<file path="src/rtl/mem_arbiter.sv">
// Shared-RAM arbiter between icache fetches and dcache reads/writes.
// One grant is held for a whole RAM transaction; the requester is released on ACCESS.
module mem_arbiter #(
    parameter bit FAIR   = 1'b1,
    parameter int ADDR_W = 32
) (
    input  logic              CLK,
    input  logic              nRST,
    input  logic              iREN,
    input  logic [ADDR_W-1:0] iaddr,
    output logic              iwait,
    output logic [ADDR_W-1:0] iload,
    input  logic              dREN,
    input  logic              dWEN,
    input  logic [ADDR_W-1:0] daddr,
    input  logic [ADDR_W-1:0] dstore,
    output logic              dwait,
    output logic [ADDR_W-1:0] dload,
    output logic              ramREN,
    output logic              ramWEN,
    output logic [ADDR_W-1:0] ramaddr,
    output logic [ADDR_W-1:0] ramstore,
    input  logic [ADDR_W-1:0] ramload,
    input  logic [1:0]        ramstate
);

    typedef logic [ADDR_W-1:0] word_t;

    localparam logic [1:0] IDLE   = 2'd0;
    localparam logic [1:0] IGRANT = 2'd1;
    localparam logic [1:0] DGRANT = 2'd2;

    localparam logic [1:0] RAM_ACCESS = 2'd2;

    logic [1:0] state;
    logic [1:0] next_state;
    logic       last_was_data;
    logic       next_last;
    logic       ram_done;

    assign iload    = ramload;
    assign dload    = ramload;
    assign ram_done = (ramstate == RAM_ACCESS);

    always_ff @(posedge CLK or negedge nRST) begin
        if (!nRST) begin
            state         <= IDLE;
            last_was_data <= 1'b0;
        end else begin
            state         <= next_state;
            last_was_data <= next_last;
        end
    end

    always_comb begin
        next_state = state;
        next_last  = last_was_data;
        iwait      = 1'b1;
        dwait      = 1'b1;
        ramREN     = 1'b0;
        ramWEN     = 1'b0;
        ramaddr    = word_t'(0);
        ramstore   = word_t'(0);

        case (state)
            IDLE: begin
                if (FAIR && last_was_data && iREN) begin
                    next_state = IGRANT;
                end else if (dREN || dWEN) begin
                    next_state = DGRANT;
                end else if (iREN) begin
                    next_state = IGRANT;
                end
            end

            IGRANT: begin
                ramREN  = iREN;
                ramaddr = iaddr;
                // A dropped request aborts the grant without releasing iwait.
                if (!iREN) begin
                    next_state = IDLE;
                end else if (ram_done) begin
                    iwait      = 1'b0;
                    next_state = IDLE;
                    next_last  = 1'b0;
                end
            end

            DGRANT: begin
                ramaddr = daddr;
                if (dWEN) begin
                    ramWEN   = 1'b1;
                    ramstore = dstore;
                end else begin
                    ramREN = dREN;
                end
                if (!(dREN || dWEN)) begin
                    next_state = IDLE;
                end else if (ram_done) begin
                    dwait      = 1'b0;
                    next_state = IDLE;
                    next_last  = 1'b1;
                end
            end

            default: begin
                next_state = IDLE;
            end
        endcase
    end

endmodule

</file>
<file path="config.mk">
export PLATFORM = sky130hd
export DESIGN_NAME = mem_arbiter
export DESIGN_NICKNAME = d
export VERILOG_FILES = /design/src/rtl/mem_arbiter.sv
export SDC_FILE = /design/constraint.sdc
export NUM_CORES = 1
export LEC_CHECK = 0
export CAP_MARGIN = 20
export CORE_AREA = 10 10 95 97
export CTS_CLUSTER_SIZE = 8
export DETAILED_ROUTE_END_ITERATION = 10
export DIE_AREA = 0 0 105 107
export GPL_TIMING_DRIVEN = 1
export PLACE_DENSITY_LB_ADDON = 0.12
export RECOVER_POWER = 50
export SETUP_SLACK_MARGIN = 0.15
export SLEW_MARGIN = 20
export SYNTH_ARGS = -nofsm -noshare
export SYNTH_HDL_FRONTEND = slang
export SYNTH_SLANG_ARGS = --single-unit
</file>
<file path="constraint.sdc">
create_clock -name CLK -period 3.65 [get_ports CLK]
set_clock_uncertainty 0.15 [all_clocks]
set_input_delay 0.73 -clock CLK [delete_from_list [all_inputs] [get_ports CLK]]
set_output_delay 0.73 -clock CLK [all_outputs]
set_load 0.005 [all_outputs]
</file>
# Word level (Yosys, flattened, before mapping)
# Cells that the tools add are included.
[op_classes] addsub=0 mul=0 div_mod_pow=0 n_lt_le_gt_ge=0 n_eq_ne=8 n_shift=0 mux=24 bitwise_logic=0 reduce_logical=5
[ops] operator="32-bit 2-to-1 mux" n=2
[ops] operator="32-bit case mux with 2 select lines" n=1
[ops] operator="1-bit 2-to-1 mux" n=12
[ops] operator="2-bit 2-to-1 mux" n=6
[ops] operator="2-bit != test, second input constant" n=4
[ops] operator="2-bit case mux with 3 select lines" n=1
[ops] operator="5-bit AND reduction" n=1
[ops] operator="2-bit equality test, second input constant" n=2
[ops] operator="4-bit != test, second input constant" n=1
[ops] operator="1-bit case mux with 2 select lines" n=2
[ops] operator="2-bit by 1-bit equality test with 1-bit output, second input constant" n=1
[ops] operator="2-bit zero test" n=1
[ops] operator="2-bit nonzero test" n=1
[ops] operator="1-bit logical AND" n=1
[ops] operator="1-bit logical OR" n=1
[word_totals] regBits=3 latch_bits=0 ram_bits=0 mem_bits_ro=0 word_cells=39 memories=0

# Depth between registers and ports, before layout
# Gate-level depths: netlist of run 1.
[depth] depth_word=4 depth_mapped=6

# Worst setup path before layout of run 1
# No wires, ideal clock.
[synth_timing] path_type="input-to-output" from="input dWEN" to="output ramstore[22]" arrival_ps=1284 slack_ps=1486 stages=3 path_buffers=2 path_cell_list="buf_2 clkbuf_1 and3_1"
[synth_via] elab_chain_cells=2
[synth_rtl] item="start, declared" line="14" rtl="input logic dWEN,"
[synth_rtl] item="32-bit 2-to-1 mux" line="91" rtl="if (dWEN) begin"
[synth_rtl] item="32-bit 2-to-1 mux" line="65" rtl="case (state)"
[synth_rtl] item="end, declared" line="22" rtl="output logic [ADDR_W-1:0] ramstore,"
# Every way passes these cells.

# Final worst setup path of run 1
[layout_timing] from="input dWEN" to="output dwait"
[layout_via] elab_chain_cells=3
[layout_rtl] item="1-bit logical OR" line="97" rtl="if (!(dREN || dWEN)) begin"
[layout_rtl] item="1-bit 2-to-1 mux" line="97"
[layout_rtl] item="1-bit 2-to-1 mux" line="65"
[layout_rtl] item="end, declared" line="17" rtl="output logic dwait,"
# Every way passes these cells.

==> impl_results.md, run 1 <==
* Detailed-route vias per instance at 4.331
* Biggest fanout along the worst timing path at 37
* Largest vdd supply drop at between 200 and 300 uV
* Count of H-tree levels built during CTS at 1
* Crit Reg-Reg Startpoint: state[0]$_DFFE_PN0P_
* Overall Power at 1.271 mW
* Yosys warning count at 0
* Number of max-slew violations in the final report at 0
* Endpoint type of the worst setup path: output pin
* Setup repair after global routing missed its margin: no
* Final Core Density at 40.31%
* Post-DR wirelength/cell at about 18 um
* Multiplexer fraction of the synthesized cell area at 0%
* Grt total ovfl at 0
* Area added between synthesis and finish at 90.31%
* Count of flip-flops with a built-in enable after synthesis at 0
* Worst slew slack as a fraction of its limit at 76.30%
* Largest net degree at the start of global routing at 44
* First-pass iteration count of the detailed router at 4
* Endpoints failing hold at 0
* Post-layout min period at 3.202 ns
* CTS buffer count at 3
* Post-synthesis sequential area ratio at roughly 5.0%
* Buffer depth of the longest clock path at 2
* Compound-gate portion of the synthesized area at a little over a fifth
* Placeable core region at between 0.007 and 0.008 mm^2
* Clock Pin Slew Worst Setup and Hold Paths at 0.03 ns
* Sw Share at about two fifths
* Wire length of the first global-routing pass at approximately 11000 um
* Effective utilization at floorplan at between 20% and 30%
* WS Path Type: in -> out
* Global-route usage over all layers at about an eighth
* Fmax at between 0.3 and 0.4 GHz
* Arithmetic-cell share of the synthesized area counting full adders, half adders and majority gates at roughly 3.3%
* Result of the run: completed
* Data arrival at the endpoint of the critical path at around 2.3 ns
* Iteration-0 DRC count of the detailed router at 54
* Comb pwr share at 87.1%
* Share of total power in sequential cells at under 10%
* Number of diodes added for antenna fixing at 0
* Simple-gate portion of the synthesized area at around a third
* Clock network latency to the later pin of the worst-skew pair at between 0.2 and 0.25 ns
* Post-route worst hold slack at roughly 0.44 ns
* Internal power at approximately 0.78 mW
* Final total negative setup slack at 0 ns
* Site row count at 31
* Post-layout nets at 452
* Critical path launch point: dWEN
* Worst Path Required at 2.77 ns
* Syn nets at 353
* Number of global-route vias before repair at 1841
* Vias post-DR at 1780
* Total of endpoints with negative setup slack in the final report at 0
* Design area at between 0.002 and 0.003 mm^2
* Power density cells at 442.0 mW/mm^2
* Main combinational cell family by area after synthesis: buffers and inverters
* Startpoint type of the worst setup path: input port
* CTS-repair resized insts at 0
* Static Leak at ~1.1 nW
* Worst min path class: reg -> reg
* Max_cap viols at 0
* Placed standard-cell area at between 0.002 and 0.003 mm^2
* CTS tree: built
* HPWL Detailed at about 6300 um
* Unique masters post-synth at 22
* Residual DRC at 0
* Final cycle utilization of the critical path at between 80% and 90%
* Number of antenna violations at the first check in global routing at 0
* Per-instance average area after synthesis at around 7.1 um^2
* CTS sink cnt at 3
* Launch point of the worst hold path: last_was_data$_DFFE_PN0P_
* Post-Synthesis Cells at between 200 and 250
* Xor-xnor portion of the synthesized cell area at 0%
* Final wirelength at roughly 7600 um
* CTS root buffer: sky130_fd_sc_hd__clkbuf_8
* Share of post-route cells with drive strength above 1 at 4.167%
* Top_reg_cell synth: sky130_fd_sc_hd__dfrtp_1
* Final GP Congestion at just under 0.8
* Number of buffers added on ports at 170
* X dimension of the die at 105 um
* Switching power of the nets at approximately 0.5 mW
* Async S/R FF share, synth at 100.0%
* Number of synthesized register bits at 3
* Count of pins on the block boundary at roughly 270
* Netlist area before placement at around 0.0015 mm^2
* Share of total power in the clock network at between 7 and 8%
* Antenna-violating nets left at 0
* Pin slew with the least headroom to its limit at between 0.3 and 0.4 ns
* Die area at ~0.011 mm^2
* Die span in y at ~110 um
* # hold bufs at CTS at 0
* Setup Buffers After CTS at 0
[sequential cells by signal (all words and copies together) (netlist names)]
| register | count |
|---|---|
| last_was_data | 1 |
| state | 2 |
[critical path: stages]
cell                              delay, ns
sky130_fd_sc_hd__dlygate4sd3_1         0.53
sky130_fd_sc_hd__buf_4                 0.23
sky130_fd_sc_hd__o21a_4                0.24
sky130_fd_sc_hd__nand2_1               0.06
sky130_fd_sc_hd__clkdlybuf4s50_1       0.51
[worst paths after layout]
check / end / slack [ns] / depth (start not counted)
max in group asynchronous: state[0]$_DFFE_PN0P_ / 2.59 / 1
hold / removal: last_was_data$_DFFE_PN0P_ / 0.44 / 2
setup / recovery: dwait / 0.45 / 5
min in group asynchronous: state[1]$_DFFE_PN0P_ / 0.61 / 1
setup reg to reg: state[1]$_DFFE_PN0P_ / 1.95 / 6
hold reg to reg: last_was_data$_DFFE_PN0P_ / 0.44 / 2
[metrics by stage]
stage | instances | setup WS (ns)
after CTS | 411 | 0.5324
after detailed placement | 407 | 0.5406
after global placement | 407 | 0.5359
after floorplan | 214 | 1.486
after global routing | 411 | 0.3848
final | 411 | 0.4480
[metal layers]
| layer | part of all wire, % | vias to the layer above | global-route usage [%] | routed length [um] |
|---|---|---|---|---|
| met4 | 2.5 | 0 | 4.510 | 193 |
| met5 | 0 | - | 0 | 0 |
| met3 | 7.1 | 29 | 3.413 | 543 |
| met1 | 37 | 787 | 12.37 | 2838 |
| met2 | 53 | 95 | 23.79 | 4025 |
| li1 | - | 869 | - | - |
[power by group through the flow]
stage | Combinational, mW | Clock, mW | Sequential, mW
2_1_floorplan | 0.587 | 0 | 0.0629
3_3_place_gp | 1.14 | 0 | 0.0686
3_5_place_dp | 1.13 | 0 | 0.0689
4_1_cts | 1.14 | 0.0996 | 0.0685
5_1_grt | 1.21 | 0.106 | 0.0710
6_report | 1.11 | 0.0963 | 0.0681
[cell usage after synthesis (2+ instances only)]
cell type | n | area share (%)
sky130_fd_sc_hd__a21oi_1 | 2 | 0.66
sky130_fd_sc_hd__a22oi_1 | 32 | 16
sky130_fd_sc_hd__and2_1 | 2 | 0.83
sky130_fd_sc_hd__and3_1 | 32 | 13
sky130_fd_sc_hd__buf_2 | 11 | 3.6
sky130_fd_sc_hd__buf_4 | 65 | 32
sky130_fd_sc_hd__clkbuf_1 | 6 | 1.5
sky130_fd_sc_hd__dfrtp_1 | 3 | 5.0
sky130_fd_sc_hd__ha_1 | 4 | 3.3
sky130_fd_sc_hd__inv_1 | 3 | 0.74
sky130_fd_sc_hd__nand2_1 | 7 | 1.7
sky130_fd_sc_hd__nand2b_1 | 2 | 0.83
sky130_fd_sc_hd__nor2_1 | 2 | 0.50
sky130_fd_sc_hd__nor2b_1 | 34 | 14
sky130_fd_sc_hd__o211ai_1 | 2 | 0.99
[cells in the final DEF (no fill, tap or decap), types with 2 or more instances in the layout]
| cell | n |
|---|---|
| sky130_fd_sc_hd__nand2_1 | 7 |
| sky130_fd_sc_hd__dlygate4sd3_1 | 2 |
| sky130_fd_sc_hd__a22oi_1 | 32 |
| sky130_fd_sc_hd__dfrtp_1 | 3 |
| sky130_fd_sc_hd__nand2b_1 | 2 |
| sky130_fd_sc_hd__and2_1 | 2 |
| sky130_fd_sc_hd__inv_1 | 3 |
| sky130_fd_sc_hd__clkdlybuf4s50_1 | 168 |
| sky130_fd_sc_hd__nor2b_1 | 34 |
| sky130_fd_sc_hd__clkbuf_8 | 3 |
| sky130_fd_sc_hd__ha_1 | 3 |
| sky130_fd_sc_hd__nor2_1 | 2 |
| sky130_fd_sc_hd__and3_1 | 32 |
| sky130_fd_sc_hd__buf_4 | 5 |
| sky130_fd_sc_hd__a21oi_1 | 2 |
| sky130_fd_sc_hd__o211ai_1 | 2 |
[final cells by class]
class                      count  area [um^2]
clock buffer                   4        45.04
sequential                     3        75.07
tap                           99        123.9
fill                         743         4260
inverter                       3        11.26
multi-input combinational    126        862.1
timing repair buffer         176         1759
[cell families after synthesis]
kind of cell               Yosys count
buffers and inverters               85
AOI/OAI and AO/OA                   41
and+or+nand+nor                     81
DFF                                  3
adders and majority gates            4
Power figures use the tool's default switching activity.
==> run 2: changes to the inputs <==
--- a/config.mk
+++ b/config.mk
@@ -5,12 +5,12 @@
 export SDC_FILE = /design/constraint.sdc
 export NUM_CORES = 1
 export LEC_CHECK = 0
+export ABC_CLOCK_PERIOD_IN_PS = 2590
 export CAP_MARGIN = 20
-export CORE_AREA = 10 10 95 97
+export CORE_MARGIN = 10
+export CORE_UTILIZATION = 19
 export CTS_CLUSTER_SIZE = 8
 export DETAILED_ROUTE_END_ITERATION = 10
-export DIE_AREA = 0 0 105 107
-export GPL_TIMING_DRIVEN = 1
 export PLACE_DENSITY_LB_ADDON = 0.12
 export RECOVER_POWER = 50
 export SETUP_SLACK_MARGIN = 0.15
==> constraint.sdc (replaced) <==
create_clock -name CLK -period 2.59 [get_ports CLK]
set_clock_uncertainty 0.15 [all_clocks]
set_input_delay 0.518 -clock CLK [delete_from_list [all_inputs] [get_ports CLK]]
set_output_delay 0.518 -clock CLK [all_outputs]
set_load 0.005 [all_outputs]
==> impl_results.md, run 2 (synthesis gave the netlist of run 1 again) <==
* Result of the run: completed (unchanged)
* Largest vdd supply drop at 468.1 uV (was 298.3 uV)
* Number of antenna violations at the first check in global routing at 0 (unchanged)
* Area added between synthesis and finish at 109.7% (was 90.31%)
* Vias post-DR at 1799 (was 1780)
* Grt total ovfl at 0 (unchanged)
* Setup repair after global routing missed its margin: no (unchanged)
* Sw Share at 38.65% (was 38.74%)
* Final cycle utilization of the critical path at around 92%
* Endpoints failing hold at 0 (unchanged)
* Max stage delay on crit path at 0.51 ns (was 0.53 ns)
* Share of total power in sequential cells at 4.6% (was 5.4%)
* Post-DR wirelength/cell at 18.77 um (was 18.49 um)
* Clock Pin Slew Worst Setup and Hold Paths at 0.03 ns (about the same)
* Worst reg-to-reg setup slack at 0.81 ns (was 1.95 ns)
* CTS buffer count at 3 (unchanged)
* Biggest registers after layout: state: 2 flops, last_was_data: 1 flops (unchanged)
* Kind of cell with the highest combined delay on the critical path: buffers and inverters (unchanged)
* Filler Cells Inserted at 778 (was 743)
* Post-layout min period at about 2.4 ns
* Final GP Congestion at 0.7409 (was 0.7814)
* Number of max-slew violations in the final report at 0 (unchanged)
* Crit path cell chain: clkdlybuf4s50_1 > and2_1 > nand2_1 > clkdlybuf4s50_1 (was dlygate4sd3_1 > buf_4 > o21a_4 > nand2_1 > clkdlybuf4s50_1)
* Global-route usage over all layers at 11.78% (was 12.34%)
* Placed standard-cell area at 0.002918 mm^2 (was 0.002831 mm^2)
* Data arrival at the endpoint of the critical path at 1.72 ns (was 2.32 ns)
* Number of global-route vias before repair at 1773 (was 1841)
* Design area at 0.003169 mm^2 (was 0.002877 mm^2)
* WS Path Type: in -> out (unchanged)
* CTS tree: built (unchanged)
* Wire length of the first global-routing pass at 11030 um (was 11270 um)
* Final wirelength at 7998 um (was 7601 um)
* Post-layout nets at 464 (was 452)
* Count of pins on the block boundary at 267 (unchanged)
* Iteration-0 DRC count of the detailed router at 73 (was 54)
* Clock network latency to the later pin of the worst-skew pair at 0.22 ns (about the same)
* Internal power at 1.226 mW (was 0.7788 mW)
* HPWL Detailed at 6186 um (was 6319 um)
* Flip-flop count of the largest register, all copies and words added at 2 (unchanged)
* Detailed-route vias per instance at 4.223 (was 4.331)
* # hold bufs at CTS at 0 (unchanged)
* End of the worst register-to-register path: state[1]$_DFFE_PN0P_ (unchanged)
* Placeable core region at 0.007727 mm^2 (was 0.007137 mm^2)
* Die span in y at 109.2 um (was 107 um)
* Die area at 0.01192 mm^2 (was 0.01124 mm^2)
* Overall Power at 1.999 mW (was 1.271 mW)
* Endpoint type of the worst setup path: output pin (unchanged)
* X dimension of the die at 109.2 um (was 105 um)
* Fmax at 0.4194 GHz
* Worst Path Required at 1.92 ns (was 2.77 ns)
* WP buf/inv at 2 (was 3)
* CP most frequent cell: sky130_fd_sc_hd__clkdlybuf4s50_1
* Effective utilization at floorplan at 19.56% (was 21.18%)
* Total of endpoints with negative setup slack in the final report at 0 (unchanged)
* Share of total power in the clock network at 6.8% (was 7.6%)
* Register with the most flip-flops: state (unchanged)
* Max_cap viols at 0 (unchanged)
* Count of H-tree levels built during CTS at 1 (unchanged)
* Max stage delay cell, worst path: sky130_fd_sc_hd__clkdlybuf4s50_1 (was sky130_fd_sc_hd__dlygate4sd3_1)
* Most frequent standard cell in the layout excluding fill and tap cells: sky130_fd_sc_hd__clkdlybuf4s50_1 (unchanged)
* Power density cells at 630.6 mW/mm^2 (was 442.0 mW/mm^2)
* Final total negative setup slack at 0 ns (unchanged)
* CTS sink cnt at 3 (unchanged)
* Worst slew slack as a fraction of its limit at 82.37% (was 76.30%)
* Antenna-violating nets left at 0 (unchanged)
* Startpoint type of the worst setup path: input port (unchanged)
* First-pass iteration count of the detailed router at 4 (unchanged)
* Comb pwr share at 88.5% (was 87.1%)
* Switching power of the nets at 0.7724 mW (was 0.4926 mW)
* Number of buffers added on ports at 170 (unchanged)
* CTS root buffer: sky130_fd_sc_hd__clkbuf_8 (unchanged)
* Crit Reg-Reg Startpoint: state[0]$_DFFE_PN0P_ (unchanged)
* Largest net degree at the start of global routing at 26 (was 44)
* Share of post-route cells with drive strength above 1 at 9.568% (was 4.167%)
* Register-to-Register Path Depth at 8 (was 6)
* Worst min path class: in -> async (was reg -> reg)
* Pin slew with the least headroom to its limit at 0.2637 ns (was 0.3555 ns)
* Buffer depth of the longest clock path at 2 (unchanged)
* Highest-count cells in the layout ignoring fill and taps: sky130_fd_sc_hd__clkdlybuf4s50_1 (101), sky130_fd_sc_hd__dlymetal6s2s_1 (36), sky130_fd_sc_hd__nor2b_1 (33), sky130_fd_sc_hd__a22oi_1 (32), sky130_fd_sc_hd__and3_1 (32) (was sky130_fd_sc_hd__clkdlybuf4s50_1 (168), sky130_fd_sc_hd__nor2b_1 (34), sky130_fd_sc_hd__a22oi_1 (32), sky130_fd_sc_hd__and3_1 (32), sky130_fd_sc_hd__nand2_1 (7))
* Residual DRC at 0 (unchanged)
* Site row count at 32 (was 31)
* Static Leak at 1.956 nW (was 1.102 nW)
* Number of diodes added for antenna fixing at 0 (unchanged)
* Biggest fanout along the worst timing path at 3 (was 37)
[run 2: cell count changes in the layout (fill, tap and decap cells not counted), sizes merged]
cell,change
dlygate4sd2,+31
dlygate4sd3,-1
clkbuf,+1
clkdlybuf4s50,-67
bufbuf,+1
buf,+11
dlymetal6s2s,+36
[run 2: worst reg2reg max path: cells and delay by family, from the launching register on]
family                     cells  cell delay [ns]
AOI/OAI and AO/OA              3             0.41
adders and majority gates      1             0.21
DFF                            1             0.35
buffers and inverters          4             0.52
[run 2: metal layers]
metal  track usage [%]  vias up  routed length (um)
li1                  -      895                   -
met1             12.38      805                2863
met2             22.66       86                4411
met3             3.009       13                 606
met4             2.974        0                 116
met5                 0        -                   0
[run 2: cell type report]
type / count / area [um^2] / share of cell area (%)
inverters: 3 / 11.26 / 0.3553
multi-input cells: 126 / 899.6 / 28.39
repair buffers: 188 / 2009 / 63.40
flip-flops and latches: 3 / 76.32 / 2.408
clock buffers: 4 / 45.04 / 1.421
well taps: 102 / 127.6 / 4.027
[run 2: worst max-delay path by stage]
stage / startpoint / end / slack (ns) / cells after the start
finish: iREN / iwait / 0.21 / 4
global route: iREN / iwait / 0.17 / 4
CTS: state[1]$_DFFE_PN0P_ / ramaddr[3] / 0.05 / 5
detailed placement: dWEN / dwait / 0.007 / 5
global placement: dWEN / dwait / 0.005 / 5
floorplan: state[1]$_DFFE_PN0P_ / ramaddr[10] / 0.76 / 4
[run 2: power by group through the flow]
stage | Combinational (mW) | Clock (mW) | Sequential [mW]
3_5_place_dp | 1.67 | 0 | 0.0902
6_report | 1.77 | 0.136 | 0.0928
5_1_grt | 1.94 | 0.149 | 0.0971
4_1_cts | 1.85 | 0.141 | 0.0916
2_1_floorplan | 0.828 | 0 | 0.0887
3_3_place_gp | 1.68 | 0 | 0.0908
[run 2: repair_timing]
action                     4_1_cts  5_1_grt
setup buffers                    3        0
pin swaps                        1        0
resized for setup               46       39
cloned                           3        0
setup endpoints to repair       67       37
[run 2: stage by stage]
step	util, %	hold slack, ns	setup WS, ns	std cells
detailed placement	37.76	0.4380	0.006678	416
global route	41.01	0.3987	0.1674	426
floorplan	-	0.07241	0.7593	214
finish	41.01	0.3980	0.2057	426
CTS	39.86	0.3274	0.05397	426
global placement	37.76	0.4536	0.005466	416
